===== config.mk =====
export PLATFORM = sky130hd
export DESIGN_NAME = axis_output_packer_flat
export DESIGN_NICKNAME = d
export VERILOG_FILES = /design/src/rtl/axis_output_packer_if.sv /design/src/rtl/axis_output_packer.sv /design/src/flat_wrapper.sv
export SDC_FILE = /design/constraint.sdc
export NUM_CORES = 1
export LEC_CHECK = 0
export ABC_AREA = 1
export ABC_CLOCK_PERIOD_IN_PS = 10000
export CAP_MARGIN = 20
export CORE_MARGIN = 3
export CORE_UTILIZATION = 30
export DETAILED_ROUTE_END_ITERATION = 10
export GPL_ROUTABILITY_DRIVEN = 0
export PLACE_DENSITY = 0.49
export SLEW_MARGIN = 40
export SYNTH_ARGS = -nofsm -noshare
export SYNTH_HDL_FRONTEND = slang
export SYNTH_SLANG_ARGS = --single-unit

===== constraint.sdc =====
create_clock -name aclk -period 10 [get_ports aclk]
set_clock_uncertainty 0.1 [all_clocks]
set_input_delay 2 -clock aclk [delete_from_list [all_inputs] [get_ports aclk]]
set_output_delay 2 -clock aclk [all_outputs]
set_load 0.005 [all_outputs]

===== src/rtl/axis_output_packer_if.sv =====
// AXI-Stream bundle shared by the wide input side and the narrow output side of the packer.
interface axis_output_packer_if #(
    parameter int unsigned DATA_W = 32,
    parameter int unsigned KEEP_W = 4
);
    logic              tvalid;
    logic              tready;
    logic [DATA_W-1:0] tdata;
    logic [KEEP_W-1:0] tkeep;
    logic              tlast;

    modport master (output tvalid, output tdata, output tkeep, output tlast, input tready);
    modport slave  (input tvalid, input tdata, input tkeep, input tlast, output tready);
endinterface


===== src/rtl/axis_output_packer.sv =====
// Packs a wide, sparsely-kept AXI-Stream into a dense narrow stream, preserving tlast.
module axis_output_packer #(
    parameter int unsigned WORD_WIDTH = 8,
    parameter int unsigned IN_WORDS   = 12,
    parameter int unsigned OUT_BITS   = 32
) (
    input  logic                 aclk,
    input  logic                 areset,
    axis_output_packer_if.slave  s_axis,
    axis_output_packer_if.master m_axis
);
    localparam int unsigned OUT_WORDS      = OUT_BITS / WORD_WIDTH;
    localparam int unsigned CAP            = IN_WORDS + OUT_WORDS - 1;
    localparam int unsigned BITS_COUNT     = $clog2(CAP + 1);
    localparam int unsigned IDX_W          = (CAP > 1) ? $clog2(CAP) : 1;
    localparam int unsigned BYTES_PER_WORD = WORD_WIDTH / 8;

    localparam logic [BITS_COUNT-1:0] OutWordsC = BITS_COUNT'(OUT_WORDS);
    localparam logic [BITS_COUNT-1:0] CapC      = BITS_COUNT'(CAP);
    localparam logic [BITS_COUNT-1:0] OneC      = BITS_COUNT'(1);

    logic [WORD_WIDTH-1:0] word_q [CAP];
    logic [WORD_WIDTH-1:0] word_d [CAP];
    logic [BITS_COUNT-1:0] count_q, count_d;
    logic                  last_q, last_d;

    logic                  in_hs;
    logic                  out_hs;
    logic [BITS_COUNT-1:0] take;
    logic [BITS_COUNT-1:0] pos;

    // Accept only when the buffer can absorb a full beat; never depends on m_axis.tready.
    assign s_axis.tready = !areset && (count_q < OutWordsC) && !last_q;
    assign in_hs         = s_axis.tvalid && s_axis.tready;
    assign out_hs        = m_axis.tvalid && m_axis.tready;
    assign take          = (count_q < OutWordsC) ? count_q : OutWordsC;

    // State registers: buffered words, fill level and pending end-of-packet.
    always_ff @(posedge aclk or posedge areset) begin
        if (areset) begin
            for (int i = 0; i < CAP; i++) begin
                word_q[i] <= '0;
            end
            count_q <= '0;
            last_q  <= 1'b0;
        end else begin
            for (int i = 0; i < CAP; i++) begin
                word_q[i] <= word_d[i];
            end
            count_q <= count_d;
            last_q  <= last_d;
        end
    end

    // Next state: compact kept words onto the tail on input, shift down one beat on output.
    always_comb begin
        word_d  = word_q;
        count_d = count_q;
        last_d  = last_q;
        pos     = count_q;
        if (in_hs) begin
            for (int i = 0; i < IN_WORDS; i++) begin
                if (s_axis.tkeep[i]) begin
                    if (pos < CapC) begin
                        word_d[pos[IDX_W-1:0]] = s_axis.tdata[i*WORD_WIDTH +: WORD_WIDTH];
                    end
                    pos = pos + OneC;
                end
            end
            count_d = pos;
            last_d  = last_q | s_axis.tlast;
        end else if (out_hs) begin
            for (int j = 0; j < CAP - OUT_WORDS; j++) begin
                word_d[IDX_W'(j)] = word_q[IDX_W'(j + OUT_WORDS)];
            end
            for (int j = CAP - OUT_WORDS; j < CAP; j++) begin
                word_d[IDX_W'(j)] = '0;
            end
            count_d = count_q - take;
            if (m_axis.tlast) begin
                last_d = 1'b0;
            end
        end
    end

    // Output beat: head of the buffer, keep covers only the valid words, null beat on empty last.
    always_comb begin
        m_axis.tdata = '0;
        m_axis.tkeep = '0;
        for (int j = 0; j < OUT_WORDS; j++) begin
            m_axis.tdata[j*WORD_WIDTH +: WORD_WIDTH] = word_q[IDX_W'(j)];
            if (BITS_COUNT'(j) < count_q) begin
                m_axis.tkeep[j*BYTES_PER_WORD +: BYTES_PER_WORD] = '1;
            end
        end
        m_axis.tvalid = (count_q >= OutWordsC) || last_q;
        m_axis.tlast  = last_q && (count_q <= OutWordsC);
    end
endmodule


===== src/flat_wrapper.sv =====
// flat-port wrapper written by rule: the top's interface ports become plain ports
module axis_output_packer_flat 
#(
    parameter int unsigned WORD_WIDTH = 8,
    parameter int unsigned IN_WORDS   = 12,
    parameter int unsigned OUT_BITS   = 32
)
  (aclk, areset, s_axis_tvalid, s_axis_tdata, s_axis_tkeep, s_axis_tlast, s_axis_tready, m_axis_tvalid, m_axis_tdata, m_axis_tkeep, m_axis_tlast, m_axis_tready);
  axis_output_packer_if #(.DATA_W(96), .KEEP_W(12)) s_axis_i ();
  axis_output_packer_if #(.DATA_W(32), .KEEP_W(4)) m_axis_i ();
  input  logic aclk;
  input  logic areset;
  input wire logic [$bits(s_axis_i.tvalid)-1:0] s_axis_tvalid;
  input wire logic [$bits(s_axis_i.tdata)-1:0] s_axis_tdata;
  input wire logic [$bits(s_axis_i.tkeep)-1:0] s_axis_tkeep;
  input wire logic [$bits(s_axis_i.tlast)-1:0] s_axis_tlast;
  output wire logic [$bits(s_axis_i.tready)-1:0] s_axis_tready;
  output wire logic [$bits(m_axis_i.tvalid)-1:0] m_axis_tvalid;
  output wire logic [$bits(m_axis_i.tdata)-1:0] m_axis_tdata;
  output wire logic [$bits(m_axis_i.tkeep)-1:0] m_axis_tkeep;
  output wire logic [$bits(m_axis_i.tlast)-1:0] m_axis_tlast;
  input wire logic [$bits(m_axis_i.tready)-1:0] m_axis_tready;
  assign s_axis_i.tvalid = s_axis_tvalid;
  assign s_axis_i.tdata = s_axis_tdata;
  assign s_axis_i.tkeep = s_axis_tkeep;
  assign s_axis_i.tlast = s_axis_tlast;
  assign s_axis_tready = s_axis_i.tready;
  assign m_axis_tvalid = m_axis_i.tvalid;
  assign m_axis_tdata = m_axis_i.tdata;
  assign m_axis_tkeep = m_axis_i.tkeep;
  assign m_axis_tlast = m_axis_i.tlast;
  assign m_axis_i.tready = m_axis_tready;
  axis_output_packer #(.WORD_WIDTH(WORD_WIDTH), .IN_WORDS(IN_WORDS), .OUT_BITS(OUT_BITS)) u_core (.aclk(aclk), .areset(areset), .s_axis(s_axis_i), .m_axis(m_axis_i));
endmodule

==> metrics.cfg, run 1 <==
[run_status]
status=complete, no violations

[logic_synthesis]
synthCells=3778
ys_ff_latch=101
synth_top_area_share_pct=29.1
synth.cell_area_sq_um=19400
ys_seq_area_share_pct=13.0
ys_warn_count=0
synthArstFlopShare_pct=100
syn-num-nets=3900
synth-edff-count=0
synth.distinct_cells=40
synth_top_area_cell=nand2_1
synth_flop_cell=dfrtp_1
syn_avg_cell_area_sq_um=5.13
yosys-top-cells-area=nand2_1, nand3_1, dfrtp_1

[floorplan]
die_w_microns=260
initial_core_util_pct=30.5
dieArea_sq_um=67600
fp-row-count=92
num_io_pins=152
die_y_microns=260
core_sq_um=63400

[run]
drv_cap=0

[placement]
dp_hpwl_microns=97500
io_buffers=151
dpl-instance-area_sq_um=21100
dp_cells=4586

[worst_setup_path]
crit_required_ns=10.14
timing.rr.start=u_core.count_q[0]$_DFFE_PP0P_
arrival_ns=7.86
cpPeakStageDelay_ns=0.66
crit_path_end_kind=flop
crit_slowest_cell=nor2_1
path_class=in2reg
cp_max_fo=16
critPathMostFrequentCell=nand2_1
cp-start-kind=input pin
cp-startpoint=s_axis_tkeep[0]

[routing]
drt_iter0_markers=4800
drt-total-wl_microns=122000
vias=27607
drc=0
wire_per_inst_microns=26.5
antenna_left=0
drtPass1Iterations=10
routed_via_density=6.00

[global_route]
antenna_found_initial=8
grt_pass1_wl_microns=171000
first_global_vias=24802
grt_max_degree=85
grt_overflow_total=0
grt_usage_pct=34.5

[timing]
rsz0062_at_grt=no
finalHoldViolations=0
period_share_pct=77.1
drv_slew=0
fin_crit_ns=7.71
max_freq_mhz=130
setup_tns_ns=0
tightestPinTransition_ns=0.934
maxSlewHeadroom_pct=37.6
setup_viol=0

[cts]
cts_htree_levels=3
clk_latency_ns=0.37
cts_buffer_depth=2
ctsResizeCount=0
cts_tree=built
cts-root-buf=clkbuf_16
clkTransAtPathRegs_ns=0.08
hold_buffers=0
cts.sinks=101
post_cts_buffers=0
numCtsBuffers=9

[cells_and_area]
stdcell_area_sq_um=21400
stdcell_count=4604
synthToLayoutAreaGrowth_pct=10.7
layout-drive-gt1-share_pct=5.09
nets=3873

[hold_path]
min_path_type=reg2reg
worstHoldStart=u_core.last_q$_DFFE_PP0P_

[synthesized netlist by cell type, types with 9 or more instances]
cell type	n
nand2_1	1499
nor2_4	13
o211ai_1	132
inv_1	242
nor2_1	203
clkbuf_1	137
clkinv_1	23
nand3_1	685
dfrtp_1	101
o21ai_1	12
inv_2	37
ha_1	9
nand3_2	17
o21ai_0	356
buf_2	13
nand2_4	20
a21oi_1	116
nand2_2	32
nand4_1	33
buf_4	38
nor2_2	12
[metal layers]
layer | global-route usage, % | up-vias | routed length, microns
met5 | 0 | - | 67
li1 | - | 12407 | -
met2 | 50.5 | 2063 | 50000
met3 | 8.20 | 433 | 16000
met1 | 45.3 | 12695 | 46900
met4 | 21.4 | 9 | 9250
[state kept, by name, summed over array words and instances, names as in the netlist]
| signal | count |
|---|---|
| u_core.count_q | 4 |
| u_core.last_q | 1 |
| u_core.word_q | 64 |
| u_core.m_axis.tdata | 32 |
[metrics by stage]
step / hold WS, ns / setup slack [ns] / utilization, %
finish: 0.440 / 2.29 / 33.8
global route: 0.481 / 1.94 / 33.8
CTS: 0.431 / 2.41 / 33.8
floorplan: 0.362 / 4.74 / -
detailed placement: 0.414 / 2.05 / 33.3
global placement: 0.404 / 2.07 / 33.2
[logic make-up after synthesis]
| kind of cell | after synthesis | share of synthesized area [%] |
|---|---|---|
| AO/OA/AOI/OAI | 625 | 17.9 |
| XOR/XNOR | 2 | 0.0905 |
| adder cells (fa/ha/maj) | 9 | 0.581 |
| buffers and inverters | 504 | 10.8 |
| flip-flops | 101 | 13.0 |
| other | 1 | 0.0194 |
| AND/OR/NAND/NOR | 2536 | 57.5 |
[worst max-delay path, delay by kind of cell]
kind / cells / cell delay, ns
buffers and inverters: 3 / 0.94
AO/OA/AOI/OAI: 2 / 0.25
AND/OR/NAND/NOR: 20 / 4.64
[final timing paths]
path	slack, ns	to	cells past startpoint
setup / recovery	2.29	u_core.word_q[80]$_DFFE_PP0P_	25
hold / removal	0.44	u_core.last_q$_DFFE_PP0P_	2
setup reg to reg	3.44	u_core.word_q[80]$_DFFE_PP0P_	25
hold reg to reg	0.44	u_core.last_q$_DFFE_PP0P_	2
max in group asynchronous	6.86	u_core.word_q[63]$_DFFE_PP0P_	3
min in group asynchronous	1.94	u_core.word_q[76]$_DFFE_PP0P_	2
[layout by cell type (no fill, tap or decap), types with 5 or more instances in the layout]
cell type	n
nand2_1	1497
nand3_1	685
o21ai_0	353
inv_1	240
nor2_1	193
clkdlybuf4s50_1	151
o211ai_1	132
a21oi_1	116
dfrtp_1	101
inv_2	38
nand2_2	34
nand4_1	33
clkinv_1	23
nor2_2	21
nand2_4	20
nand3_2	17
o21ai_1	15
nor2_4	14
ha_1	9
clkbuf_16	9
buf_4	9
nand3_4	8
o22ai_1	8
nand4_2	5
[final cells by class]
cell class	count	area [sq um]
Tap cell	846	1060
Timing Repair Buffer	163	1610
Antenna cell	3	7.51
Multi-Input combinational cell	3173	14800
Clock buffer	9	225
Inverter	303	1140
Sequential cell	101	2530
Fill cell	7359	42000
Clock inverter	6	80.1
Power of run 1 is not shown: default switching activity piles up to over one toggle a cycle in this logic, so the estimate is an artifact.
==> run 2, diff against run 1 <==
--- a/config.mk
+++ b/config.mk
@@ -6,7 +6,7 @@
 export NUM_CORES = 1
 export LEC_CHECK = 0
 export ABC_AREA = 1
-export ABC_CLOCK_PERIOD_IN_PS = 10000
+export ABC_CLOCK_PERIOD_IN_PS = 7600
 export CAP_MARGIN = 20
 export CORE_MARGIN = 3
 export CORE_UTILIZATION = 30
==> constraint.sdc (replaced) <==
create_clock -name aclk -period 7.6 [get_ports aclk]
set_clock_uncertainty 0.1 [all_clocks]
set_input_delay 1.52 -clock aclk [delete_from_list [all_inputs] [get_ports aclk]]
set_output_delay 1.52 -clock aclk [all_outputs]
set_load 0.005 [all_outputs]
==> run 2 against run 1 <==
  * Die area is the same
  * Cell count grew 0.35%
  * First-iteration DRC count grew 6.1%
  * Utilization grew 0.26 points
==> metrics.cfg, run 2 (synthesized netlist as in run 1, its figures left out) <==
[placement]
dp_hpwl_microns=97500
dp_cells=4603
dp_slack_ns=0.589
io_buffers=151

[worst_setup_path]
cp-start-kind=input pin
r2r_end=u_core.m_axis.tdata[24]$_DFFE_PP0P_
timing.rr.start=u_core.count_q[0]$_DFFE_PP0P_
crit_path_end_kind=flop
cp_max_fo=19
arrival_ns=7.00
crit_required_ns=7.74
reg2reg_slack_ns=1.29
worstRegToRegCells=25
path_class=in2reg

[routing]
drt_iter0_markers=5092
routed_via_density=6.02
vias=27829
drt-total-wl_microns=122000
drc=0
drtPass1Iterations=9
antenna_left=0
wire_per_inst_microns=26.3

[cts]
cts_htree_levels=3
numCtsBuffers=9
cts.sinks=101
cts_buffer_depth=2
hold_buffers=0
clkTransAtPathRegs_ns=0.07
cts-root-buf=clkbuf_16
post_cts_buffers=0
clk_latency_ns=0.37
cts_tree=built
ctsResizeCount=0

[hold_path]
min_path_type=reg2reg
min_path_cells=2
worstHoldStart=u_core.last_q$_DFFE_PP0P_
worstHoldEndpoint=u_core.last_q$_DFFE_PP0P_

[cells_and_area]
largest_reg_flops=64
seqCellArea_sq_um=2530
stdcell_count=4620
nets=3890
layout-drive-gt1-share_pct=5.38
synthToLayoutAreaGrowth_pct=11.6
regMostFlops=u_core.word_q
layout_commonest_cell=nand2_1
multi_input_area_sq_um=14800
most-common-layout-cells=nand2_1, nand3_1, o21ai_0
fillers=7426

[timing]
rsz0062_at_grt=no
tightestPinTransition_ns=0.965
period_share_pct=90.3
setup_tns_ns=0
max_freq_mhz=146
finalHoldViolations=0
maxSlewHeadroom_pct=35.0
setup_slack_ns=0.738
setup_viol=0
drv_slew=0
fin_crit_ns=6.86

[global_route]
antenna_found_initial=9
grt_max_degree=101
first_global_vias=25195
grt_overflow_total=0
grt_pass1_wl_microns=171000
grt_usage_pct=34.4

[run_status]
status=complete, no violations

[floorplan]
core_sq_um=63400
initial_core_util_pct=30.5
num_io_pins=152
die_y_microns=260
fp-row-count=92
dieArea_sq_um=67600
die_w_microns=260

[run]
drv_cap=0

run 2: cell count changes in the layout (fill, tap and decap cells not counted), sizes merged:
cell	before	now
buf	12	29
bufinv	1	3
clkbuf	9	12
clkinvlp	1	0
diode	3	1
inv	284	281
run 2: metal layers:
metal / share of wire (%) / wire length [microns] / up-vias / GRT usage (%)
met5: 0.023 / 28 / - / 0
met4: 7.0 / 8520 / 4 / 18.6
met3: 13 / 16200 / 485 / 8.57
met2: 42 / 50500 / 2198 / 51.3
met1: 38 / 46400 / 12701 / 45.2
li1: - / - / 12441 / -
run 2: cell type report:
cell class                 count  area share (%)
antenna                        1          0.0116
clock buffer                  12            1.23
clock inverter                 4           0.469
inverter                     303            5.29
multi-input combinational   3173            68.4
sequential                   101            11.7
tap                          846            4.90
timing repair buffer         180            8.04
run 2: worst max-delay path by stage:
stage | from | to | slack, ns | cells past startpoint
4_1_cts | s_axis_tkeep[0] | u_core.m_axis.tdata[24]$_DFFE_PP0P_ | 0.93 | 25
3_3_place_gp | s_axis_tkeep[0] | u_core.m_axis.tdata[30]$_DFFE_PP0P_ | 0.67 | 25
2_1_floorplan | s_axis_tkeep[0] | u_core.m_axis.tdata[16]$_DFFE_PP0P_ | 2.82 | 32
5_1_grt | s_axis_tkeep[0] | u_core.m_axis.tdata[26]$_DFFE_PP0P_ | 0.29 | 25
3_5_place_dp | s_axis_tkeep[0] | u_core.m_axis.tdata[24]$_DFFE_PP0P_ | 0.59 | 25
6_report | s_axis_tkeep[0] | u_core.m_axis.tdata[24]$_DFFE_PP0P_ | 0.74 | 25
run 2: metrics by stage:
step	area, sq um	util [%]	hold slack [ns]
after global placement	21200	33.4	0.403
after detailed placement	21200	33.5	0.415
after floorplan	19400	-	0.362
after CTS	21600	34.0	0.434
final	21600	34.1	0.430
after global routing	21600	34.1	0.469
run 2: critical path, stage by stage:
cell	delay (ns)
clkdlybuf4s50_1	0.63
nand2_2	0.25
inv_2	0.05
nor2_1	0.14
nand3_1	0.15
nand2_2	0.14
nand3_1	0.12
nor2_1	0.60
nor2_1	0.27
nand2_1	0.11
nand2_1	0.16
nand2_1	0.12
nand2_2	0.18
nand2_1	0.14
nand2_2	0.19
nand3_2	0.33
nand2_2	0.15
nor2_2	0.57
nand3_1	0.49
o211ai_1	0.25
nand3_1	0.10
nand2_1	0.10
nand2_1	0.07
nand2_1	0.08
a21oi_1	0.07
Power of run 2 is left out for the same reason.
